File: src/rtl/cpuc_ram_loader.sv
// RAM front-end for the CPUC core: passes core requests through to the single-port RAM, or
// takes the RAM over to fill words [0, len) from a little-endian byte stream.
module cpuc_ram_loader #(
    parameter int unsigned ADDR_WIDTH = 8,
    parameter int unsigned DATA_WIDTH = 16,
    parameter int unsigned MEM_SIZE   = 256
) (
    input  logic                  clk,
    input  logic                  rst_n,

    input  logic                  load_start,
    input  logic [ADDR_WIDTH:0]   load_len,
    input  logic                  byte_valid,
    input  logic [7:0]            byte_data,
    output logic                  byte_ready,

    input  logic [ADDR_WIDTH-1:0] core_address,
    input  logic                  core_wren,
    input  logic [DATA_WIDTH-1:0] core_data,
    output logic [DATA_WIDTH-1:0] core_q,
    output logic                  core_stall,

    output logic [ADDR_WIDTH-1:0] ram_address,
    output logic                  ram_wren,
    output logic [DATA_WIDTH-1:0] ram_data,
    input  logic [DATA_WIDTH-1:0] ram_q,

    output logic                  load_busy,
    output logic                  load_done,
    output logic                  load_err
);

    localparam int unsigned BPW       = DATA_WIDTH / 8;
    localparam int unsigned CNT_WIDTH = (BPW > 1) ? $clog2(BPW) : 1;

    localparam logic [ADDR_WIDTH:0]  MAX_LEN   = (ADDR_WIDTH + 1)'(MEM_SIZE);
    localparam logic [CNT_WIDTH-1:0] LAST_BYTE = CNT_WIDTH'(BPW - 1);

    typedef enum logic [1:0] {
        IDLE,
        COLLECT,
        WRITE,
        DONE
    } state_t;

    state_t                  state_q;
    logic [ADDR_WIDTH-1:0]   ptr_q;
    logic [CNT_WIDTH-1:0]    cnt_q;
    logic [ADDR_WIDTH:0]     len_q;
    logic [DATA_WIDTH-1:0]   shreg_q;
    logic [ADDR_WIDTH:0]     ptr_inc;

    // One bit wider than the pointer so a full-size load (len == MEM_SIZE) compares cleanly.
    assign ptr_inc = {1'b0, ptr_q} + 1'b1;

    always_ff @(posedge clk or negedge rst_n) begin
        if (!rst_n) begin
            state_q    <= IDLE;
            ptr_q      <= '0;
            cnt_q      <= '0;
            len_q      <= '0;
            shreg_q    <= '0;
            byte_ready <= 1'b0;
            core_stall <= 1'b0;
            load_busy  <= 1'b0;
            load_done  <= 1'b0;
            load_err   <= 1'b0;
        end else begin
            load_done <= 1'b0;
            load_err  <= 1'b0;
            unique case (state_q)
                IDLE: begin
                    if (load_start) begin
                        if (load_len == '0) begin
                            load_done <= 1'b1;
                        end else if (load_len > MAX_LEN) begin
                            load_err <= 1'b1;
                        end else begin
                            state_q    <= COLLECT;
                            len_q      <= load_len;
                            ptr_q      <= '0;
                            cnt_q      <= '0;
                            byte_ready <= 1'b1;
                            core_stall <= 1'b1;
                            load_busy  <= 1'b1;
                        end
                    end
                end
                COLLECT: begin
                    if (byte_valid && byte_ready) begin
                        // Shift in from the top so the first byte ends up in the low lane.
                        shreg_q <= {byte_data, shreg_q[DATA_WIDTH-1:8]};
                        if (cnt_q == LAST_BYTE) begin
                            state_q    <= WRITE;
                            byte_ready <= 1'b0;
                        end else begin
                            cnt_q <= cnt_q + 1'b1;
                        end
                    end
                end
                WRITE: begin
                    ptr_q <= ptr_inc[ADDR_WIDTH-1:0];
                    cnt_q <= '0;
                    if (ptr_inc == len_q) begin
                        state_q   <= DONE;
                        load_done <= 1'b1;
                    end else begin
                        state_q    <= COLLECT;
                        byte_ready <= 1'b1;
                    end
                end
                DONE: begin
                    state_q    <= IDLE;
                    core_stall <= 1'b0;
                    load_busy  <= 1'b0;
                end
                default: begin
                    state_q    <= IDLE;
                    byte_ready <= 1'b0;
                    core_stall <= 1'b0;
                    load_busy  <= 1'b0;
                end
            endcase
        end
    end

    // Core writes are dropped whenever the loader owns the RAM.
    always_comb begin
        ram_address = core_address;
        ram_wren    = core_wren;
        ram_data    = core_data;
        if (state_q != IDLE) begin
            ram_address = ptr_q;
            ram_wren    = (state_q == WRITE);
            ram_data    = shreg_q;
        end
    end

    assign core_q = ram_q;

endmodule
File: config.mk
export PLATFORM = sky130hd
export DESIGN_NAME = cpuc_ram_loader
export DESIGN_NICKNAME = d
export VERILOG_FILES = /design/src/rtl/cpuc_ram_loader.sv
export SDC_FILE = /design/constraint.sdc
export NUM_CORES = 1
export LEC_CHECK = 0
export CORE_MARGIN = 2
export CORE_UTILIZATION = 34
export CTS_CLUSTER_DIAMETER = 30
export CTS_CLUSTER_SIZE = 28
export DETAILED_ROUTE_END_ITERATION = 10
export GPL_TIMING_DRIVEN = 0
export PLACE_DENSITY = 0.74
export SYNTH_ARGS = -nofsm -noshare
export SYNTH_HDL_FRONTEND = slang
export SYNTH_SLANG_ARGS = --single-unit
File: constraint.sdc
create_clock -name clk -period 2.49 [get_ports clk]
set_input_delay 0.3735 -clock clk [delete_from_list [all_inputs] [get_ports clk]]
set_output_delay 0.3735 -clock clk [all_outputs]
set_load 0.01 [all_outputs]
Word-level counts from Yosys, hierarchy flattened
Cells that the tools add are included.
- logic and storage cells: 74
- input port bits: 62
- register bits: 40
- output and inout bits: 46
- eq/ne operators: 10
- multiplexer cells: 36
- add/sub/neg operators: 2
- order comparisons: 1
- reduce and logical (&&, ||, !) cells: 14
- bitwise logic cells: 2
- operators by type and width (operator ; count):
    $mux W8 ; 4
    $mux W1 ; 19
    $mux W16 ; 1
    $pmux W8 S2 ; 1
    $mux W2 ; 6
    $ne A2 B2 Y1 const B ; 6
    $reduce_and A4 Y1 ; 3
    $reduce_and A5 Y1 ; 2
    $add A8 B1 Y9 const B ; 1
    $eq A9 B9 Y1 ; 1
    $gt A9 B9 Y1 const B ; 1
    $logic_not A9 Y1 ; 1
    $pmux W2 S4 ; 1
    $reduce_and A7 Y1 ; 1
    $pmux W1 S3 ; 2
    $reduce_bool A2 Y1 ; 3
    $eq A2 B2 Y1 const B ; 2
    $pmux W1 S2 ; 2
    $reduce_bool A3 Y1 ; 1
    $eq A2 B1 Y1 const B ; 1
    $logic_not A2 Y1 ; 1
    $not A1 Y1 ; 2
    $reduce_and A2 Y1 ; 1
    $add A1 B1 Y1 const B ; 1
    $logic_and A1 B1 Y1 ; 1

Logic depth before layout (Yosys ltp)
Gate-level depths: netlist (run 1).
- depth after elaboration: 5
- gate-level depth with buffers: 9

Least setup slack after synthesis (run 1)
No wires, ideal clock.
- kind: register to output
- start: register state_q[1]
- end: output ram_data[10]
- path slack: 0.385 ns
- arrival time: 1.732 ns
- cell stages (with the launch flop): 5
- buffers on the path: 2
- required time: 2.117 ns
- cell sequence: dfrtp_1 clkbuf_1 nor2_1 clkbuf_1 mux2_2
- word-level cells in the longest chain between the ends: 2
- RTL lines (item ; line ; source):
    start: declaration ; 46 ; state_t state_q;
    start signal: assignment ; 58 ; state_q <= IDLE;
    start signal: assignment ; 79 ; state_q <= COLLECT;
    start signal: assignment ; 94 ; state_q <= WRITE;
    $reduce_bool A2 Y1 ; 132 ; if (state_q != IDLE) begin
    $mux W16 ; 132 ;
    end: declaration ; 25 ; output logic [DATA_WIDTH-1:0] ram_data,
Every way passes these cells.

Final worst setup path (run 1)
- start: register state_q[0]
- end: output ram_data[8]
Same word-level chain as after synthesis.

==> results by group, run 1 <==
Synthesis
  – Dominant synthesized flop cell: dfrtp_1
  – Number of distinct standard cells referenced by the synthesized netlist: 39
  – Share of cell area taken by muxes after synthesis: 22.6%
  – Share of the synthesized area in compound gates (AO/OA/AOI/OAI): 10.3%
  – Synthesized-area fraction occupied by adder cells: 1.60%
  – Dominant combinational cell family by area after synthesis: multiplexers
  – Post-Synthesis Mean Instance Area: 10.8 sq um
  – Area fraction in and, or, nand and nor cells after synthesis: 10.2%
  – Leading area contributor after synthesis: dfrtp_1
  – Register area share after synthesis: 42.8%
  – XOR/XNOR share of the synthesized area: 3.74%
  – Area share of the leading cell type in the synthesized netlist: 42.8%
  – Count of state elements after synthesis: 40
  – Count of flip-flops with a built-in enable after synthesis: 0
  – Total nets after synthesis: 282
  – Post-synthesis cell area: 2340 sq um
  – Number of warnings reported in the yosys synthesis log: 0
  – Top cells by area in the synthesized netlist: dfrtp_1 (43%), mux2_2 (23%), buf_4 (5.8%)
  – Proportion of synthesized flip-flops having asynchronous set or reset: 100%
  – Cells after Synth: 217

Timing
  – Setup repair after global routing missed its margin: no
  – Timing-limited maximum frequency: 0.420 GHz
  – Slew Viols, Final: 0
  – Post-route fraction of the period consumed by the critical path: 95.7%
  – Worst max-slew margin expressed relative to the limit: 39.9%
  – Final setup violation count: 0
  – Worst Setup Slack, final: 107 ps
  – Least-Margin Pin Slew: 902 ps
  – Final setup skew: 4.34 ps
  – Final critical delay including setup and external delays: 2380 ps
  – Number of endpoints with negative hold slack in the final report: 0

CTS
  – Worst-case clock buffer depth: 2
  – Maximum level of the CTS H-tree: 2
  – Post-CTS Hold Buffers: 0
  – TritonCTS Buffers: 5
  – Clock root cell: clkbuf_8
  – Worst-skew pair later-pin latency: 290 ps
  – Clock tree from TritonCTS: yes
  – Clock-pin slew on the worst setup and hold paths: 80 ps
  – CTS sink count: 40

Drt
  – DRC Markers: 0
  – Final antenna-violating net count: 0
  – Detailed-route wire length per cell: 14.0 microns
  – Starting DRC count in detailed routing: 61
  – Average vias per placed instance: 5.07
  – Vias after detailed routing: 2004
  – Routed wire length: 5550 microns
  – Drt first pass iters: 4

Worst hold path
  – Min-delay worst type: in2async

Layout
  – Final non-filler cell total: 395
  – Layout Nets: 379
  – Sequential Area: 1000 sq um
  – Number of inserted diodes: 0
  – Total of fill cells in the finished design: 603
  – Fraction of layout instances using a drive strength above 1: 28.3%
  – Synthesis-to-finish area growth: 49.5%
  – Area occupied by multi-input gates: 1150 sq um

Power
  – Portion of total power attributed to the clock network: 15.2%
  – Power dissipated by switching net loads: 1.12 mW
  – Largest voltage drop on the vdd net: 475 uV
  – Internal power: 2.33 mW
  – Relative contribution of sequential cells to total power: 32.9%
  – Lkg Pwr: 1.46 nW
  – Combinational power share: 51.9%
  – Switching part of the total power: 32.4%
  – Power density over the cells: 987 nW/um^2

Place
  – Total half-perimeter wirelength after legalization and detailed placement: 4190 microns
  – Final weighted congestion of routability-driven global placement: 0.853
  – Instance count after placement with tap cells included: 388
  – Placement Setup Slack: -802 ps
  – IO Port Bufs: 91

Global route
  – Maximum number of pins on one net before global-route repair: 41
  – Vias in the first global route: 1940
  – GRT Total Usage: 15.1%
  – Residual overflow from global routing: 0
  – Global-route wire length before repair: 9070 microns
  – Number of antenna violations at the first check in global routing: 0

Critical path
  – Worst EP arrival: 2010 ps
  – Data required time of the worst path: 2120 ps
  – Crit path cell chain: nor2_4, clkbuf_8, mux2_2, clkdlybuf4s50_1
  – Slowest cell delay on critical path: 490 ps
  – CP startpoint kind: flop
  – CP max-delay cell: dfrtp_2
  – Buffer and inverter count on the worst path: 2
  – Endpoint class of the critical path: primary output
  – Dominant delay contributor by cell family on the critical path: buffers and inverters
  – Endpoint of the lowest-slack register-to-register path: byte_ready
  – Highest net fanout along the worst path: 10
  – Setup Crit Path Kind: reg2out
  – Internal reg-to-reg setup slack: 170 ps
  – R2R Path Start: ptr_q[0]
  – Number of cells traversed by the worst register-to-register path: 6

Floorplanning
  – Height of the chip: 87.0 microns
  – Area enclosed by the die boundary: 7560 sq um
  – Number of ports placed on the die boundary: 108
  – Die width: 87.0 microns
  – Core outline area: 6720 sq um
  – Placement Rows: 30
  – Initial Util: 34.8%

Status
  – Outcome: complete, no violations

Job
  – Max-cap violations: 0
[power groups by stage]
stage	Clock, mW	Sequential (mW)	Combinational [mW]
2_1_floorplan	0	1.06	1.05
3_3_place_gp	0	1.10	1.74
3_5_place_dp	0	1.11	1.76
4_1_cts	0.540	1.13	1.81
5_1_grt	0.569	1.18	1.94
6_report	0.526	1.14	1.79
[metrics by stage]
step	power, mW	util [%]	hold slack (ps)	TNS, ps	instance area, sq um
after floorplan	2.11	-	77.9	0	2340
after global placement	2.84	49.9	486	-14040	3350
after detailed placement	2.88	49.8	500	-14740	3350
after CTS	3.48	51.9	227	0	3490
after global routing	3.69	52.0	268	0	3500
final	3.45	52.0	204	0	3500
[kinds of logic after synthesis]
family,count (synthesis)
AO/OA/AOI/OAI,36
XOR/XNOR,10
adder cells (fa/ha/maj),3
buffers and inverters,36
flip-flops,40
multiplexers,47
AND/OR/NAND/NOR,45
[how the worst max path moves through the flow]
| stage | to | cells after the start | slack (ps) | startpoint |
|---|---|---|---|---|
| 3_3_place_gp | ram_data[8] | 5 | -760 | state_q[1] |
| 6_report | ram_data[8] | 4 | 110 | state_q[0] |
| 2_1_floorplan | ram_data[10] | 4 | 380 | state_q[1] |
| 4_1_cts | byte_ready | 9 | 30 | load_len[0] |
| 3_5_place_dp | ram_data[8] | 5 | -800 | state_q[1] |
| 5_1_grt | ram_data[8] | 4 | 0.8 | state_q[0] |
[synthesized netlist by cell type (all sizes together), types with 2 or more instances]
master and number:
a22o 3, ha 3, o31a 2, nand4 2, dfrtp 40, xnor2 5, a21oi 5, o21ai 15
o2111ai 2, or3 2, xor2 5, inv 8, and3 3, clkbuf 8, nor4 3, buf 20
nand2 11, nand3 7, nor2 7, or4 2, nor3 3, mux2 47
[routing by layer]
layer / vias up / part of all wire (%) / GRT usage (%) / routed length (microns)
li1: 958 / - / - / -
met1: 957 / 43 / 19.4 / 2380
met2: 79 / 48 / 24.7 / 2660
met3: 10 / 7.6 / 3.89 / 422
met4: 0 / 1.7 / 5.26 / 92
met5: - / 0 / 0 / 0
[state kept, by name (all words and copies together) (netlist names)]
name	count
byte_ready	1
shreg_q	16
len_q	9
state_q	2
load_busy	1
load_err	1
ptr_q	8
load_done	1
cnt_q	1
[layout by cell type (no fill, tap or decap), types with 3 or more instances in the layout]
master           synthesis  routed
clkbuf_1                 8       4
a21oi_1                  5       5
inv_1                    8       8
xnor2_1                  5       5
nor3_1                   3       3
buf_2                    2       3
ha_1                     3       3
buf_4                   18      20
a22o_1                   3       3
clkdlybuf4s50_1          0      90
o21ai_0                 14      14
mux2_2                  47      47
xor2_1                   5       5
clkbuf_8                 0       7
nor4_1                   3       3
nand2_1                 11      11
nand3_1                  7       7
nor2_1                   7       6
dfrtp_1                 40      38
[area by class of cell]
class / count / share of cell area, %
well taps: 80 / 2.86
clock inverters: 2 / 1.00
plain buffers: 25 / 5.26
flip-flops and latches: 40 / 28.7
repair buffers: 93 / 26.3
clock buffers: 6 / 2.08
inverters: 8 / 0.859
multi-input cells: 141 / 32.9
[what timing repair did]
action                                  CTS  global route
pin swaps                                 1             0
gates resized for setup                   8             4
endpoints found under the setup margin   24            23
setup buffers                             2             0
Note: power is estimated with default switching activity, not from simulation.
==> run 2, diff against run 1 <==
--- a/config.mk
+++ b/config.mk
@@ -7,6 +7,7 @@
 export LEC_CHECK = 0
 export CORE_MARGIN = 2
 export CORE_UTILIZATION = 34
+export CTS_BUF_LIST = sky130_fd_sc_hd__clkbuf_2
 export CTS_CLUSTER_DIAMETER = 30
 export CTS_CLUSTER_SIZE = 28
 export DETAILED_ROUTE_END_ITERATION = 10
==> results by group, run 2 (synthesis results as in run 1) <==
Layout
  – Biggest registers after layout: shreg_q x16, len_q x9, ptr_q x8
  – Register containing the most flip-flops in the final layout: shreg_q
  – Area occupied by multi-input gates: 1140 sq um (-0.87%)
  – Fraction of layout instances using a drive strength above 1: 28.4% (+0.14 points)
  – Most common cell after layout, fill and taps aside: clkdlybuf4s50_1
  – Layout Nets: 381 (+0.53%)
  – Synthesis-to-finish area growth: 48.3%
  – Sequential Area: 1000 sq um (unchanged)
  – Total of fill cells in the finished design: 607 (+0.66%)
  – Number of inserted diodes: 0 (unchanged)
  – Util after Layout: 51.6% (-0.41 points)
  – Largest register FFs: 16 (unchanged)
  – Most used cells in the layout excluding fill and tap cells: clkdlybuf4s50_1 (86), mux2_2 (47), dfrtp_1 (38)

Floorplanning
  – Initial Util: 34.8% (unchanged)
  – Placement Rows: 30 (unchanged)
  – Area enclosed by the die boundary: 7560 sq um (unchanged)
  – Height of the chip: 87.0 microns (unchanged)
  – Core outline area: 6720 sq um (unchanged)
  – Die width: 87.0 microns (unchanged)
  – Number of ports placed on the die boundary: 108 (unchanged)

Power
  – Largest voltage drop on the vdd net: 525 uV (+10%)
  – Post-layout power: 3.33 mW (-3.7%)
  – Lkg Pwr: 1.50 nW (+2.6%)
  – Power density over the cells: 959 nW/um^2 (-2.9%)

Critical path
  – Data required time of the worst path: 2120 ps (about the same)
  – Internal reg-to-reg setup slack: 170 ps (about the same)
  – R2R Path Start: ptr_q[0]
  – CP startpoint kind: flop
  – Worst EP arrival: 2060 ps (+50 ps)
  – Endpoint of the lowest-slack register-to-register path: byte_ready
  – Highest net fanout along the worst path: 6 (-4)
  – Setup Crit Path Kind: reg2out
  – Endpoint class of the critical path: primary output
  – Number of cells traversed by the worst register-to-register path: 6 (unchanged)

Timing
  – Setup repair after global routing missed its margin: yes
  – Final setup violation count: 0 (unchanged)
  – Worst max-slew margin expressed relative to the limit: 40.1% (+0.24 points)
  – Number of endpoints with negative hold slack in the final report: 0 (unchanged)
  – Hold Worst Slack: 68.0 ps (-136 ps)
  – Least-Margin Pin Slew: 899 ps (-3.63 ps)
  – Timing-limited maximum frequency: 0.410 GHz (-2.3%)
  – Final total negative setup slack: 0 ps (unchanged)
  – Post-route fraction of the period consumed by the critical path: 97.9% (+2.2 points)
  – Worst Setup Slack, final: 51.7 ps (-55.0 ps)
  – Final critical delay including setup and external delays: 2440 ps (+55.0 ps)
  – Slew Viols, Final: 0 (unchanged)
  – Final setup skew: 7.40 ps (+3.06 ps)

CTS
  – Post-CTS Hold Buffers: 0 (unchanged)
  – Clock root cell: clkbuf_2
  – Worst-skew pair later-pin latency: 390 ps (+100 ps)
  – Clock tree from TritonCTS: yes
  – TritonCTS Buffers: 5 (unchanged)
  – Maximum level of the CTS H-tree: 2 (unchanged)
  – CTS sink count: 40 (unchanged)
  – Worst-case clock buffer depth: 2 (unchanged)
  – Clock-pin slew on the worst setup and hold paths: 220 ps (+140 ps)

Worst hold path
  – Min-delay worst type: in2async

Status
  – Outcome: complete, no violations

Global route
  – Residual overflow from global routing: 0 (unchanged)
  – Global-route wire length before repair: 9200 microns (+1.5%)
  – Maximum number of pins on one net before global-route repair: 41 (unchanged)
  – Vias in the first global route: 1947 (+0.36%)
  – Number of antenna violations at the first check in global routing: 0 (unchanged)
  – GRT Total Usage: 15.3% (+0.18 points)

Drt
  – DRC Markers: 0 (unchanged)
  – Starting DRC count in detailed routing: 64 (+4.9%)
  – Routed wire length: 5610 microns (+1.1%)
  – Vias after detailed routing: 2013 (+0.45%)
  – Drt first pass iters: 4 (unchanged)
  – Final antenna-violating net count: 0 (unchanged)
  – Detailed-route wire length per cell: 14.1 microns (+0.59%)
  – Average vias per placed instance: 5.07 (about the same)

Place
  – Total half-perimeter wirelength after legalization and detailed placement: 4190 microns (unchanged)
  – Final weighted congestion of routability-driven global placement: 0.853 (unchanged)
  – IO Port Bufs: 91 (unchanged)
  – Placement Setup Slack: -802 ps (unchanged)

Job
  – Max-cap violations: 0 (unchanged)
run 2: cell types whose count changed in the layout (fill, tap and decap cells not counted), moves of 2 or more:
| cell | before | now |
|---|---|---|
| clkbuf_2 | 0 | 6 |
| dlymetal6s2s_1 | 0 | 4 |
| clkbuf_8 | 7 | 2 |
| clkdlybuf4s50_1 | 90 | 86 |
| buf_4 | 20 | 22 |
run 2: worst max path at each step:
stage	endpoint	startpoint	slack, ps
2_1_floorplan	ram_data[10]	state_q[1]	380
3_3_place_gp	ram_data[8]	state_q[1]	-760
3_5_place_dp	ram_data[8]	state_q[1]	-800
4_1_cts	ram_data[1]	state_q[0]	20
5_1_grt	ram_data[2]	state_q[0]	-80
6_report	ram_data[1]	state_q[0]	50
run 2: what timing repair did:
action / 4_1_cts / 5_1_grt
hold endpoints to repair: 0 / 0
gates resized for setup: 10 / 4
buffers inserted: 4 / 0
pin swaps: 1 / 0
setup endpoints to repair: 24 / 25
run 2: worst max-delay path, stage by stage (launching register included):
cell and delay, ps:
dfrtp_2 470, nor2_4 180, buf_4 200, mux2_2 350, clkdlybuf4s50_1 490
run 2: metal layers:
layer | track usage, % | routed length [microns] | vias to the layer above
met2 | 25.0 | 2740 | 91
met3 | 4.74 | 462 | 4
li1 | - | - | 964
met4 | 3.55 | 41 | 0
met1 | 19.9 | 2370 | 954
met5 | 0 | 0 | -
run 2: metrics by stage:
stage                     area, sq um  instances
after floorplan                  2340        217
after global placement           3350        388
after detailed placement         3350        388
after CTS                        3460        398
after global routing             3470        397
final                            3470        397
run 2: cell type report:
type                            count  share of cell area, %
Timing Repair Buffer               95                   27.3
Sequential cell                    40                   28.9
Inverter                            8                  0.865
Clock inverter                      2                   1.01
Multi-Input combinational cell    141                   32.9
Clock buffer                        6                  0.865
Tap cell                           80                   2.88
Buffer                             25                   5.30
run 2: report_power, final:
| part | total (mW) | switching, mW | internal [mW] |
|---|---|---|---|
| clock network | 0.399 | 0.226 | 0.173 |
| registers | 1.11 | 0.199 | 0.909 |
| logic | 1.82 | 0.692 | 1.13 |
==> run 3, diff against run 2 <==
--- a/config.mk
+++ b/config.mk
@@ -12,7 +12,7 @@
 export CTS_CLUSTER_SIZE = 28
 export DETAILED_ROUTE_END_ITERATION = 10
 export GPL_TIMING_DRIVEN = 0
-export PLACE_DENSITY = 0.74
+export PLACE_DENSITY = 0.77
 export SYNTH_ARGS = -nofsm -noshare
 export SYNTH_HDL_FRONTEND = slang
 export SYNTH_SLANG_ARGS = --single-unit
==> constraint.sdc (replaced) <==
create_clock -name clk -period 2 [get_ports clk]
set_input_delay 0.3 -clock clk [delete_from_list [all_inputs] [get_ports clk]]
set_output_delay 0.3 -clock clk [all_outputs]
set_load 0.01 [all_outputs]
==> results by group, run 3 (synthesis results as in run 1) <==
Drt
  – Routed wire length: 6540 microns (+17%)
  – Detailed-route wire length per cell: 15.7 microns (+11%)
  – Final antenna-violating net count: 0 (unchanged)
  – Vias after detailed routing: 2112 (+4.9%)
  – Drt first pass iters: 4 (unchanged)
  – DRC Markers: 0 (unchanged)
  – Average vias per placed instance: 5.05 (-0.35%)
  – Starting DRC count in detailed routing: 71 (+11%)

Layout
  – Biggest registers after layout: shreg_q x16, len_q x9, ptr_q x8
  – Most common cell after layout, fill and taps aside: clkdlybuf4s50_1
  – Largest register FFs: 16 (unchanged)
  – Number of inserted diodes: 0 (unchanged)
  – Post-route cell area: 3860 sq um (+11%)
  – Register containing the most flip-flops in the final layout: shreg_q
  – Fraction of layout instances using a drive strength above 1: 44.7% (+16 points)
  – Most used cells in the layout excluding fill and tap cells: clkdlybuf4s50_1 (60), buf_4 (35), dfrtp_1 (35)
  – Final non-filler cell total: 418 (+5.3%)
  – Layout Nets: 402 (+5.5%)
  – Total of fill cells in the finished design: 575 (-5.3%)
  – Util after Layout: 57.5% (+5.9 points)
  – Synthesis-to-finish area growth: 65.2%

Job
  – Max-cap violations: 0 (unchanged)

Worst hold path
  – Launch instance of the worst min-delay path: load_len[5]
  – Min-Delay Path Depth: 2
  – Worst Hold Endpoint: len_q[5]
  – Min-delay worst type: in2reg

Critical path
  – Endpoint class of the critical path: primary output
  – Crit path cell chain: nor2_4, buf_6, clkbuf_16, mux2_4, buf_6
  – CP max-delay cell: dfrtp_2
  – Endpoint of the lowest-slack register-to-register path: byte_ready
  – CP most frequent cell: buf_6
  – Worst EP arrival: 1790 ps (-270 ps)
  – R2R Path Start: ptr_q[6]
  – Setup Crit Path Kind: reg2out
  – Number of cells traversed by the worst register-to-register path: 4 (-2)
  – Slowest cell delay on critical path: 480 ps (about the same)
  – CP startpoint kind: flop
  – Data required time of the worst path: 1700 ps (-420 ps)
  – Internal reg-to-reg setup slack: -50 ps (-220 ps)
  – Highest net fanout along the worst path: 5 (-1)

CTS
  – Worst-case clock buffer depth: 2 (unchanged)
  – Worst-skew pair later-pin latency: 400 ps (about the same)
  – Clock-pin slew on the worst setup and hold paths: 220 ps (about the same)
  – Maximum level of the CTS H-tree: 2 (unchanged)
  – TritonCTS Buffers: 5 (unchanged)
  – Clock tree from TritonCTS: yes
  – CTS sink count: 40 (unchanged)
  – Clock root cell: clkbuf_2

Timing
  – Final setup skew: 28.6 ps (+21.2 ps)
  – Final critical delay including setup and external delays: 2090 ps
  – Number of endpoints with negative hold slack in the final report: 0 (unchanged)
  – Final setup violation count: 21 (+21)
  – Slew Viols, Final: 0 (unchanged)
  – Final total negative setup slack: -1480 ps (-1480 ps)
  – Post-route fraction of the period consumed by the critical path: 104%
  – Timing-limited maximum frequency: 0.479 GHz
  – Hold Worst Slack: 210 ps (+142 ps)
  – Worst Setup Slack, final: -85.8 ps (-137 ps)
  – Setup repair after global routing missed its margin: yes
  – Least-Margin Pin Slew: 891 ps (-7.35 ps)
  – Worst max-slew margin expressed relative to the limit: 40.6% (+0.49 points)

Global route
  – Maximum number of pins on one net before global-route repair: 41 (unchanged)
  – Vias in the first global route: 2126 (+9.2%)
  – Global-route wire length before repair: 10200 microns (+10%)
  – Number of antenna violations at the first check in global routing: 0 (unchanged)
  – Residual overflow from global routing: 0 (unchanged)
  – GRT Total Usage: 17.5% (+2.2 points)

Place
  – Instance count after placement with tap cells included: 388 (unchanged)
  – Total half-perimeter wirelength after legalization and detailed placement: 4430 microns (+5.6%)
  – Final weighted congestion of routability-driven global placement: 0.868 (+1.8%)
  – Placement Setup Slack: -819 ps (-16.9 ps)
  – IO Port Bufs: 91 (unchanged)
  – Placed cell area: 3350 sq um (+0.11%)

Status
  – Violated checks: negative setup slack
  – Outcome: complete, but fails checks

Power
  – Post-layout power: 4.70 mW (+41%)
  – Power density over the cells: 1220 nW/um^2 (+27%)
  – Largest voltage drop on the vdd net: 727 uV (+39%)
  – Lkg Pwr: 1.74 nW (+16%)

Floorplanning
  – Number of ports placed on the die boundary: 108 (unchanged)
  – Die width: 87.0 microns (unchanged)
  – Placement Rows: 30 (unchanged)
  – Area enclosed by the die boundary: 7560 sq um (unchanged)
  – Height of the chip: 87.0 microns (unchanged)
  – Core outline area: 6720 sq um (unchanged)
  – Initial Util: 34.8% (unchanged)
[run 3: cell types whose count changed in the layout (fill, tap and decap cells not counted), moves of 5 or more]
cell,change
buf_4,+13
buf_6,+30
dlygate4sd2_1,+5
clkdlybuf4s50_1,-26
mux2_4,+22
mux2_2,-22
[run 3: cell type report]
type	count	area (sq um)	area share [%]
plain buffers	24	203	5.24
clock buffers	5	25.0	0.647
clock inverters	3	13.8	0.356
inverters	8	30.0	0.777
multi-input cells	141	1310	34.0
flip-flops and latches	40	1010	26.1
well taps	80	100	2.59
repair buffers	117	1170	30.3
[run 3: per-layer routing]
metal | up-vias | part of all wire, % | GRT usage (%)
met5 | - | 0 | 0
met4 | 0 | 1.4 | 4.97
met3 | 9 | 7.8 | 4.83
met2 | 106 | 51 | 31.2
met1 | 995 | 40 | 20.3
li1 | 1002 | - | -
[run 3: critical path: cells and delay by family (launching register included)]
kind | cells | cell delay [ps]
flip-flops | 1 | 480
buffers and inverters | 3 | 410
multiplexers | 1 | 300
AND/OR/NAND/NOR | 1 | 180
[run 3: timing repair]
action                     in CTS  in global routing
cloned                          1                  0
hold buffers                    1                  0
pin swaps                      12                  4
resized for setup             172                 20
setup endpoints to repair      49                 47
hold endpoints to repair       22                  0
buffers inserted               21                  4
[run 3: power by group]
group | switching (mW) | internal (mW)
clock | 0.275 | 0.0785
sequential | 0.277 | 1.14
combinational | 1.07 | 1.86
[run 3: worst max-delay path by stage]
stage / startpoint / end / cells after the start
2_1_floorplan: ptr_q[2] / byte_ready / 6
3_3_place_gp: state_q[1] / ram_data[11] / 5
3_5_place_dp: state_q[1] / ram_data[12] / 5
4_1_cts: state_q[0] / ram_data[12] / 5
5_1_grt: state_q[0] / ram_data[12] / 5
6_report: state_q[0] / ram_data[12] / 5
